## config.mk

```make
export PLATFORM = sky130hd
export DESIGN_NAME = ehl_gpio_bank
export DESIGN_NICKNAME = d
export VERILOG_FILES = /design/src/rtl/ehl_gpio_bank.sv
export SDC_FILE = /design/constraint.sdc
export NUM_CORES = 1
export LEC_CHECK = 0
export CORE_MARGIN = 3
export CORE_UTILIZATION = 30
export DETAILED_ROUTE_END_ITERATION = 8
export PLACE_DENSITY = 0.47
export SYNTH_ARGS = -nofsm -noshare
export SYNTH_HDL_FRONTEND = slang
export SYNTH_SLANG_ARGS = --single-unit
```

## constraint.sdc

```tcl
create_clock -name clk -period 3.7 [get_ports clk]
set_input_delay 0.74 -clock clk [delete_from_list [all_inputs] [get_ports clk]]
set_output_delay 0.74 -clock clk [all_outputs]
set_load 0.05 [all_outputs]
```

## src/rtl/ehl_gpio_bank.sv

```systemverilog
// GPIO bank with an addressed register port, per-pin debounce, four interrupt modes
// and atomic set/clear/invert of the output data register.
module ehl_gpio_bank #(
    parameter int               WIDTH        = 32,
    parameter int               SYNC_STAGES  = 2,
    parameter int               DBW          = 8,
    parameter logic [WIDTH-1:0] GDOR_INIT    = '0,
    parameter logic [WIDTH-1:0] GOER_INIT    = '0,
    parameter logic [WIDTH-1:0] GAFR_INIT    = '0,
    parameter logic [WIDTH-1:0] GPER_INIT    = '0,
    parameter logic [WIDTH-1:0] GPTR_INIT    = '0,
    parameter bit               IRQ_POLARITY = 1'b1
) (
    input  logic             clk,
    input  logic             reset_n,
    input  logic             wr,
    input  logic             rd,
    input  logic [3:0]       addr,
    input  logic [WIDTH-1:0] wdata,
    output logic [WIDTH-1:0] rdata,
    input  logic [WIDTH-1:0] gpio_in,
    output logic [WIDTH-1:0] gdor,
    output logic [WIDTH-1:0] goer,
    output logic [WIDTH-1:0] gafr,
    output logic [WIDTH-1:0] pull_up,
    output logic [WIDTH-1:0] pull_down,
    output logic             irq
);
    localparam int PW = (WIDTH > DBW) ? WIDTH : DBW;

    logic [WIDTH-1:0] gdor_q, gdor_d, goer_q, gafr_q, gper_q, gptr_q;
    logic [WIDTH-1:0] gier_q, gim0_q, gim1_q, gifr_q, gifr_d, gdbe_q;
    logic [WIDTH-1:0] gdir_q, gdir_d, prev_q, rdata_q, rd_mux;
    logic [DBW-1:0]   gdbt_q;
    logic             irq_q;
    logic [WIDTH-1:0] s, fall, rise, evt, qual, w1c;
    logic [PW-1:0]    wdata_pad, gdbt_pad;

    assign wdata_pad = PW'(wdata);
    assign gdbt_pad  = PW'(gdbt_q);

    generate
        if (SYNC_STAGES == 0) begin : g_nosync
            assign s = gpio_in;
        end else begin : g_sync
            logic [WIDTH-1:0] sync_q [SYNC_STAGES];
            always_ff @(posedge clk or negedge reset_n) begin
                if (!reset_n) begin
                    for (int k = 0; k < SYNC_STAGES; k++) sync_q[k] <= '0;
                end else begin
                    sync_q[0] <= gpio_in;
                    for (int k = 1; k < SYNC_STAGES; k++) sync_q[k] <= sync_q[k-1];
                end
            end
            assign s = sync_q[SYNC_STAGES-1];
        end
    endgenerate

    // Debounce: a mismatch must persist for GDBT+1 cycles before GDIR follows.
    // The >= compare keeps the counter from running past a lowered GDBT.
    genvar gi;
    generate
        for (gi = 0; gi < WIDTH; gi++) begin : g_pin
            logic [DBW-1:0] cnt_q, cnt_d;
            logic           dir_d;
            always_comb begin
                dir_d = gdir_q[gi];
                cnt_d = '0;
                if (!gdbe_q[gi]) begin
                    dir_d = s[gi];
                end else if (s[gi] != gdir_q[gi]) begin
                    if (cnt_q >= gdbt_q) dir_d = s[gi];
                    else                 cnt_d = cnt_q + 1'b1;
                end
            end
            always_ff @(posedge clk or negedge reset_n) begin
                if (!reset_n) cnt_q <= '0;
                else          cnt_q <= cnt_d;
            end
            assign gdir_d[gi] = dir_d;
        end
    endgenerate

    assign fall = prev_q & ~gdir_q;
    assign rise = ~prev_q & gdir_q;
    assign evt  = (~gim1_q & ~gim0_q & fall) | (~gim1_q & gim0_q & rise)
                | (gim1_q & ~gim0_q & (fall | rise)) | (gim1_q & gim0_q & gdir_q);
    assign qual = evt & gier_q & ~goer_q & ~gafr_q;
    assign w1c  = (wr && addr == 4'hB) ? wdata : '0;
    // New events override a simultaneous clear.
    assign gifr_d = (gifr_q & ~w1c) | qual;

    always_comb begin
        gdor_d = gdor_q;
        if (wr) begin
            case (addr)
                4'h0:    gdor_d = wdata;
                4'h1:    gdor_d = gdor_q | wdata;
                4'h2:    gdor_d = gdor_q & ~wdata;
                4'h3:    gdor_d = gdor_q ^ wdata;
                default: gdor_d = gdor_q;
            endcase
        end
    end

    always_comb begin
        rd_mux = '0;
        case (addr)
            4'h0, 4'h1, 4'h2, 4'h3: rd_mux = gdor_q;
            4'h4:    rd_mux = goer_q;
            4'h5:    rd_mux = gafr_q;
            4'h6:    rd_mux = gper_q;
            4'h7:    rd_mux = gptr_q;
            4'h8:    rd_mux = gier_q;
            4'h9:    rd_mux = gim0_q;
            4'hA:    rd_mux = gim1_q;
            4'hB:    rd_mux = gifr_q;
            4'hC:    rd_mux = gdir_q;
            4'hD:    rd_mux = gdbe_q;
            4'hE:    rd_mux = gdbt_pad[WIDTH-1:0];
            default: rd_mux = '0;
        endcase
    end

    always_ff @(posedge clk or negedge reset_n) begin
        if (!reset_n) begin
            gdor_q  <= GDOR_INIT;
            goer_q  <= GOER_INIT;
            gafr_q  <= GAFR_INIT;
            gper_q  <= GPER_INIT;
            gptr_q  <= GPTR_INIT;
            gier_q  <= '0;
            gim0_q  <= '0;
            gim1_q  <= '0;
            gdbe_q  <= '0;
            gdbt_q  <= '0;
            gifr_q  <= '0;
            gdir_q  <= '0;
            prev_q  <= '0;
            rdata_q <= '0;
            irq_q   <= ~IRQ_POLARITY;
        end else begin
            gdor_q <= gdor_d;
            gifr_q <= gifr_d;
            gdir_q <= gdir_d;
            prev_q <= gdir_q;
            irq_q  <= (|gifr_d) ^ ~IRQ_POLARITY;
            if (rd) rdata_q <= rd_mux;
            if (wr) begin
                case (addr)
                    4'h4:    goer_q <= wdata;
                    4'h5:    gafr_q <= wdata;
                    4'h6:    gper_q <= wdata;
                    4'h7:    gptr_q <= wdata;
                    4'h8:    gier_q <= wdata;
                    4'h9:    gim0_q <= wdata;
                    4'hA:    gim1_q <= wdata;
                    4'hD:    gdbe_q <= wdata;
                    4'hE:    gdbt_q <= wdata_pad[DBW-1:0];
                    default: ;
                endcase
            end
        end
    end

    assign rdata     = rdata_q;
    assign gdor      = gdor_q;
    assign goer      = goer_q;
    assign gafr      = gafr_q;
    assign pull_up   = gper_q & gptr_q;
    assign pull_down = gper_q & ~gptr_q;
    assign irq       = irq_q;
endmodule

```

Yosys cells after proc, flatten, opt, wreduce, memory -nomap -nowiden
Index checks and enable logic that the tools add are counted.

ROM bits: 0. Word-level logic and storage cells: 529. Latch bits: 0. Bits in registers: 745. RAM bits: 0. Memories kept: 0.

Equal/unequal tests: 110. Multipliers: 0. Muxes and demuxes: 195. Bitwise operators: 33. Divide/modulo/power cells: 0. Shift operators: 0. $add $sub $neg: 32. Reductions and logical operators: 47. $lt $le $gt $ge: 32.

Operator list (count): $mux 8 (96); $and 32x32->32 (17); $pmux 32 s12 (1); $not 32->32 (9); $add 8x1->8 const B (32); $ge 8x8->1 (32); $or 32x32->32 (6); $ne 2x1->1 const B (64); $pmux 32 s4 (1); $mux 1 (96); $reduce_and 2->1 (42); $mux 32 (1); $ne 1x1->1 (32); $reduce_or 32->1 (1); $xor 32x32->32 (1); $eq 4x4->1 const B (7); $eq 4x3->1 const B (4); $eq 4x2->1 const B (2); $eq 4x1->1 const B (1); $logic_not 4->1 (1); $reduce_bool 4->1 (1); $reduce_or 4->1 (1); $logic_and 1x1->1 (1).

Depth between registers and ports, before layout
Gate-level depths: netlist (run 1).

Depth in word-level cells: 11. Depth in mapped cells: 10.

Least setup slack after synthesis (run 1)
No wires, ideal clock.

Path kind: input -> register. Start point: input port addr[2]. End point: register irq_q, in the netlist irq. Setup time: 0.139 ns. Stages: 9. Arrival: 2.687 ns. Data required time: 3.561 ns. Setup slack: 0.874 ns. Cells stage by stage: buf_6 and4b_1 buf_6 and2_4 buf_6 nand2_1 a32o_1 or4_1 or4_1.

Cells in the longest elaborated chain, start to end: 7.

RTL lines: start, declared (RTL line 18) `input logic [3:0] addr,`; $eq 4x4->1 (RTL line 89) `assign w1c = (wr && addr == 4'hB) ? wdata : '0;`; $logic_and 1x1->1 (RTL line 89); $mux 32 (RTL line 89); $not 32->32 (RTL line 91) `assign gifr_d = (gifr_q & ~w1c) | qual;`; $and 32x32->32 (RTL line 91); $or 32x32->32 (RTL line 91); named net gifr_d[6] (RTL line 32) `logic [WIDTH-1:0] gier_q, gim0_q, gim1_q, gifr_q, gifr_d, gdbe_q;`; $reduce_or 32->1 (RTL line 147) `irq_q <= (|gifr_d) ^ ~IRQ_POLARITY;`; end signal, assigned (RTL line 141) `irq_q <= ~IRQ_POLARITY;`; end signal, assigned (RTL line 147); end, declared (RTL line 35) `logic irq_q;`.

The timed path passes the listed nets, and every way through them passes these cells. A chain may end at the register's enable or synchronous reset.

Worst setup path after layout (run 1)
Start point: input port addr[3]. End point: register irq_q, in the netlist irq.

The elaborated chain is that of the path after synthesis.

==> impl_metrics.csv, run 1 <==
group,metric,value,unit
synth,synth.ff_latch_count,745,
cells_and_area,largest_reg_flops,256,
drt,drc,0,
power,p_int,0.0180,W
clock_network,cts_buffers,91,
setup_path,path_common_cell,"buf_4",
cells_and_area,drive_gt1_share,9.61,%
sta,slew_headroom,36.0,%
sta,hold_violations,0,
synth,synth_cell_type_count,46,
synth,syn-num-nets,4255,
cells_and_area,design_area,48300,µm²
floorplanning,initial_core_util,30.3,%
synth,syn_inst,3767,
power,p_leak,22.2,nW
setup_path,cp.buffers_inverters,5,
cells_and_area,regArea,18600,µm²
synth,synth_commonest_cells,"dfrtp_1 (745), ha_1 (416), nor2_1 (328), o21ai_0 (328), inv_1 (307)",
setup_path,critPathKind,"in -> reg",
setup_path,worstPathMaxFanout,12,
floorplanning,pin_count,265,
synth,synth.cell_area,39400,µm²
floorplanning,fp.dieW,368,µm
global_routing,grt.overflow.total,0,
power,power.total,0.0276,W
clock_network,cts.clk_slew.worst_paths,0.06,ns
synth,synth_edf_count,0,
drt,maxUsedRoutingLayer,"met4",
synth,synth_area_leaders,"dfrtp_1 (47%), ha_1 (13%), o21ai_0 (4.2%)",
place,pre_cts_ws,-0.399,ns
floorplanning,core_region_area,130000,µm²
synth,synth_most_common_cell,"dfrtp_1",
place,place_congestion,0.809,
setup_path,reg2regPathDepth,10,
cells_and_area,multi_input_area,19300,µm²
clock_network,holdBufCountCts,0,
flow_run,maxCapViolCount,0,
drt,vias_per_cell,4.93,
setup_path,cp_slowest_stage_delay,0.48,ns
setup_path,r2r-end,"irq",
global_routing,grt_pass1_wl,197,mm
setup_path,worst_path_dominant_cell_family,"buffers and inverters",
sta,fin_skew,0.0247,ns
power,powerDensity,571,nW/µm²
setup_path,arrival,3.89,ns
drt,dr_wl_met2,57.9,mm
cells_and_area,nets,4602,
global_routing,grt_max_degree,75,
clock_network,cts_buffer_depth,3,
cells_and_area,n_antenna_cell,0,
global_routing,antenna_found_initial,2,
clock_network,clock_latency,0.67,ns
drt,met3_wirelength,6.59,mm
power,seq_power_share,39.1,%
cells_and_area,syn_to_final_growth,22.5,%
drt,ant_nets,0,
drt,wl_per_cell,21.8,µm
global_routing,track_usage,19.1,%
drt,drt_iter0_drc,2063,
setup_path,rrSetupSlack,0.42,ns
place,io_buffers,264,
setup_path,path_cells,"clkdlybuf4s50_1, and4b_2, buf_4, buf_4, a31oi_1, a31o_2, nor4_1, buf_4, nand4_1, buf_4, or4_1",
place,dpl_cell_area,45000,µm²
clock_network,clock_sinks,745,
sta,fin_crit_sh,90.4,%
synth,async_flop_share,100,%
synth,yosysTopAreaCellShare,47.3,%
cells_and_area,largest_register,"g_pin.cnt_q",
place,hpwl,91.1,mm
sta,fin_crit,3.34,ns
clock_network,htreeDepth,3,
power,p_sw,0.00954,W
clock_network,cts_tree,"built",
floorplanning,num_rows,132,
synth,yosysSeqAreaShare,47.3,%
power,vdd.ir_drop.worst,0.000301,V
drt,wirelength,130,mm
clock_network,root_buffer,"clkbuf_16",
synth,synth_top_area_cell,"dfrtp_1",
sta,max_freq,299,MHz
sta,layout_setup_ws,0.356,ns
sta,slew_violations,0,
synth,syn_area_per_cell,10.5,µm²
drt,vias,29300,
power,swShare,34.6,%
min_path,hp-class,"in -> async",
setup_path,crit_path_end_kind,"register",
sta,rsz0062_at_grt,"no",
synth,yosys_most_used_dff,"dfrtp_1",
setup_path,r2r_start,"gdir_q[18]",
drt,wl_met1,63.0,mm
outcome,status,"complete, no violations",
floorplanning,dieHeight,368,µm
floorplanning,dieArea,136000,µm²
clock_network,ctsResizeCount,0,
setup_path,startpoint_type,"input pin",
setup_path,crit_slowest_cell,"clkdlybuf4s50_1",
sta,tightest_slew,0.960,ns
power,power_frac_clock,34.9,%
power,comb_power_share,26.0,%
global_routing,grt_pass1_vias,29800,
sta,setup_violations,0,
cells_and_area,utilization,37.1,%
drt,drt_pass1_iterations,5,
cells_and_area,n_fill_cell,12800,
setup_path,cp.required,4.24,ns
clock_network,cts_setup_buffers,0,
synth,yosysWarningCount,0,
[worst register-to-register path, cell delays in order, from the launching register on]
cell,delay [ns]
dfrtp_1,0.48
inv_1,0.08
ha_1,0.28
inv_1,0.03
mux4_2,0.48
a31o_2,0.29
nor4_1,0.38
buf_4,0.21
nand4_1,0.29
buf_4,0.26
or4_1,0.38
[worst max-delay path by stage]
stage	from	end	slack, ns	cells after the start
global placement	addr[2]	irq	-0.35	11
finish	addr[3]	irq	0.36	11
detailed placement	addr[3]	irq	-0.40	11
floorplan	addr[2]	irq	0.87	9
global route	gdir_q[18]	irq	0.24	10
CTS	gdir_q[18]	irq	0.32	10
[metrics by stage]
step / TNS [ns] / hold WS, ns / cells
3_5_place_dp: -0.399 / 0.337 / 5763
6_report: 0 / 0.0812 / 5934
5_1_grt: 0 / 0.0949 / 5934
4_1_cts: 0 / 0.0670 / 5934
2_1_floorplan: 0 / 0.331 / 3767
3_3_place_gp: -0.349 / 0.333 / 5763
[per-layer routing]
metal	vias to the layer above	GRT usage, %
met5	-	0
met4	0	4.14
met3	122	3.15
met2	666	29.9
met1	14500	27.8
li1	14000	-
[kinds of logic after synthesis]
logic type	share of synthesized area [%]
buf+inv	4.18
compound gates	13.3
simple gates	12.4
flops	47.3
mux	4.60
fa+ha+maj	13.2
xor+xnor	4.98
[cells in the final DEF (no fill, tap or decap), types with 13 or more instances in the layout]
master and n:
a21o_1 64, a21oi_1 95, a221oi_1 42, a222oi_1 16
a22o_1 53, a22oi_1 54, a31o_2 20, a31oi_1 20
and2_1 32, and3_1 81, and3b_1 32, buf_12 25
buf_4 82, clkbuf_1 19, clkbuf_16 94, clkbuf_8 21
clkdlybuf4s50_1 259, clkinv_2 19, dfrtp_1 745, ha_1 416
inv_1 307, mux2_2 33, mux4_2 64, nand2_1 281
nand2b_1 32, nand3_1 149, nand4_1 13, nor2_1 327
nor2b_1 64, o2111ai_1 32, o211ai_1 32, o21ai_0 328
o22ai_1 32, xnor2_1 46, xor2_1 178
[power groups by stage]
stage | registers, W | clock network [W] | logic [W]
6_report | 0.0108 | 0.00962 | 0.00716
5_1_grt | 0.0110 | 0.0102 | 0.00792
4_1_cts | 0.0108 | 0.00988 | 0.00726
3_5_place_dp | 0.0109 | 0 | 0.00723
3_3_place_gp | 0.0109 | 0 | 0.00710
2_1_floorplan | 0.0113 | 0 | 0.00367
[final cells by class]
class                           instances  area share [%]
Multi-Input combinational cell       2591            39.9
Clock buffer                          134            5.62
Timing Repair Buffer                  370            7.75
Sequential cell                       745            38.6
Tap cell                             1742            4.52
Clock inverter                         37            1.09
Inverter                              315            2.45
No activity file was read; power rests on OpenSTA's default activity.
==> run 2: changes to the inputs <==
- ABC_CLOCK_PERIOD_IN_PS: unset -> 3700
==> results of run 2 <==
Final layout, timing and power as in run 1 (identical DEF).
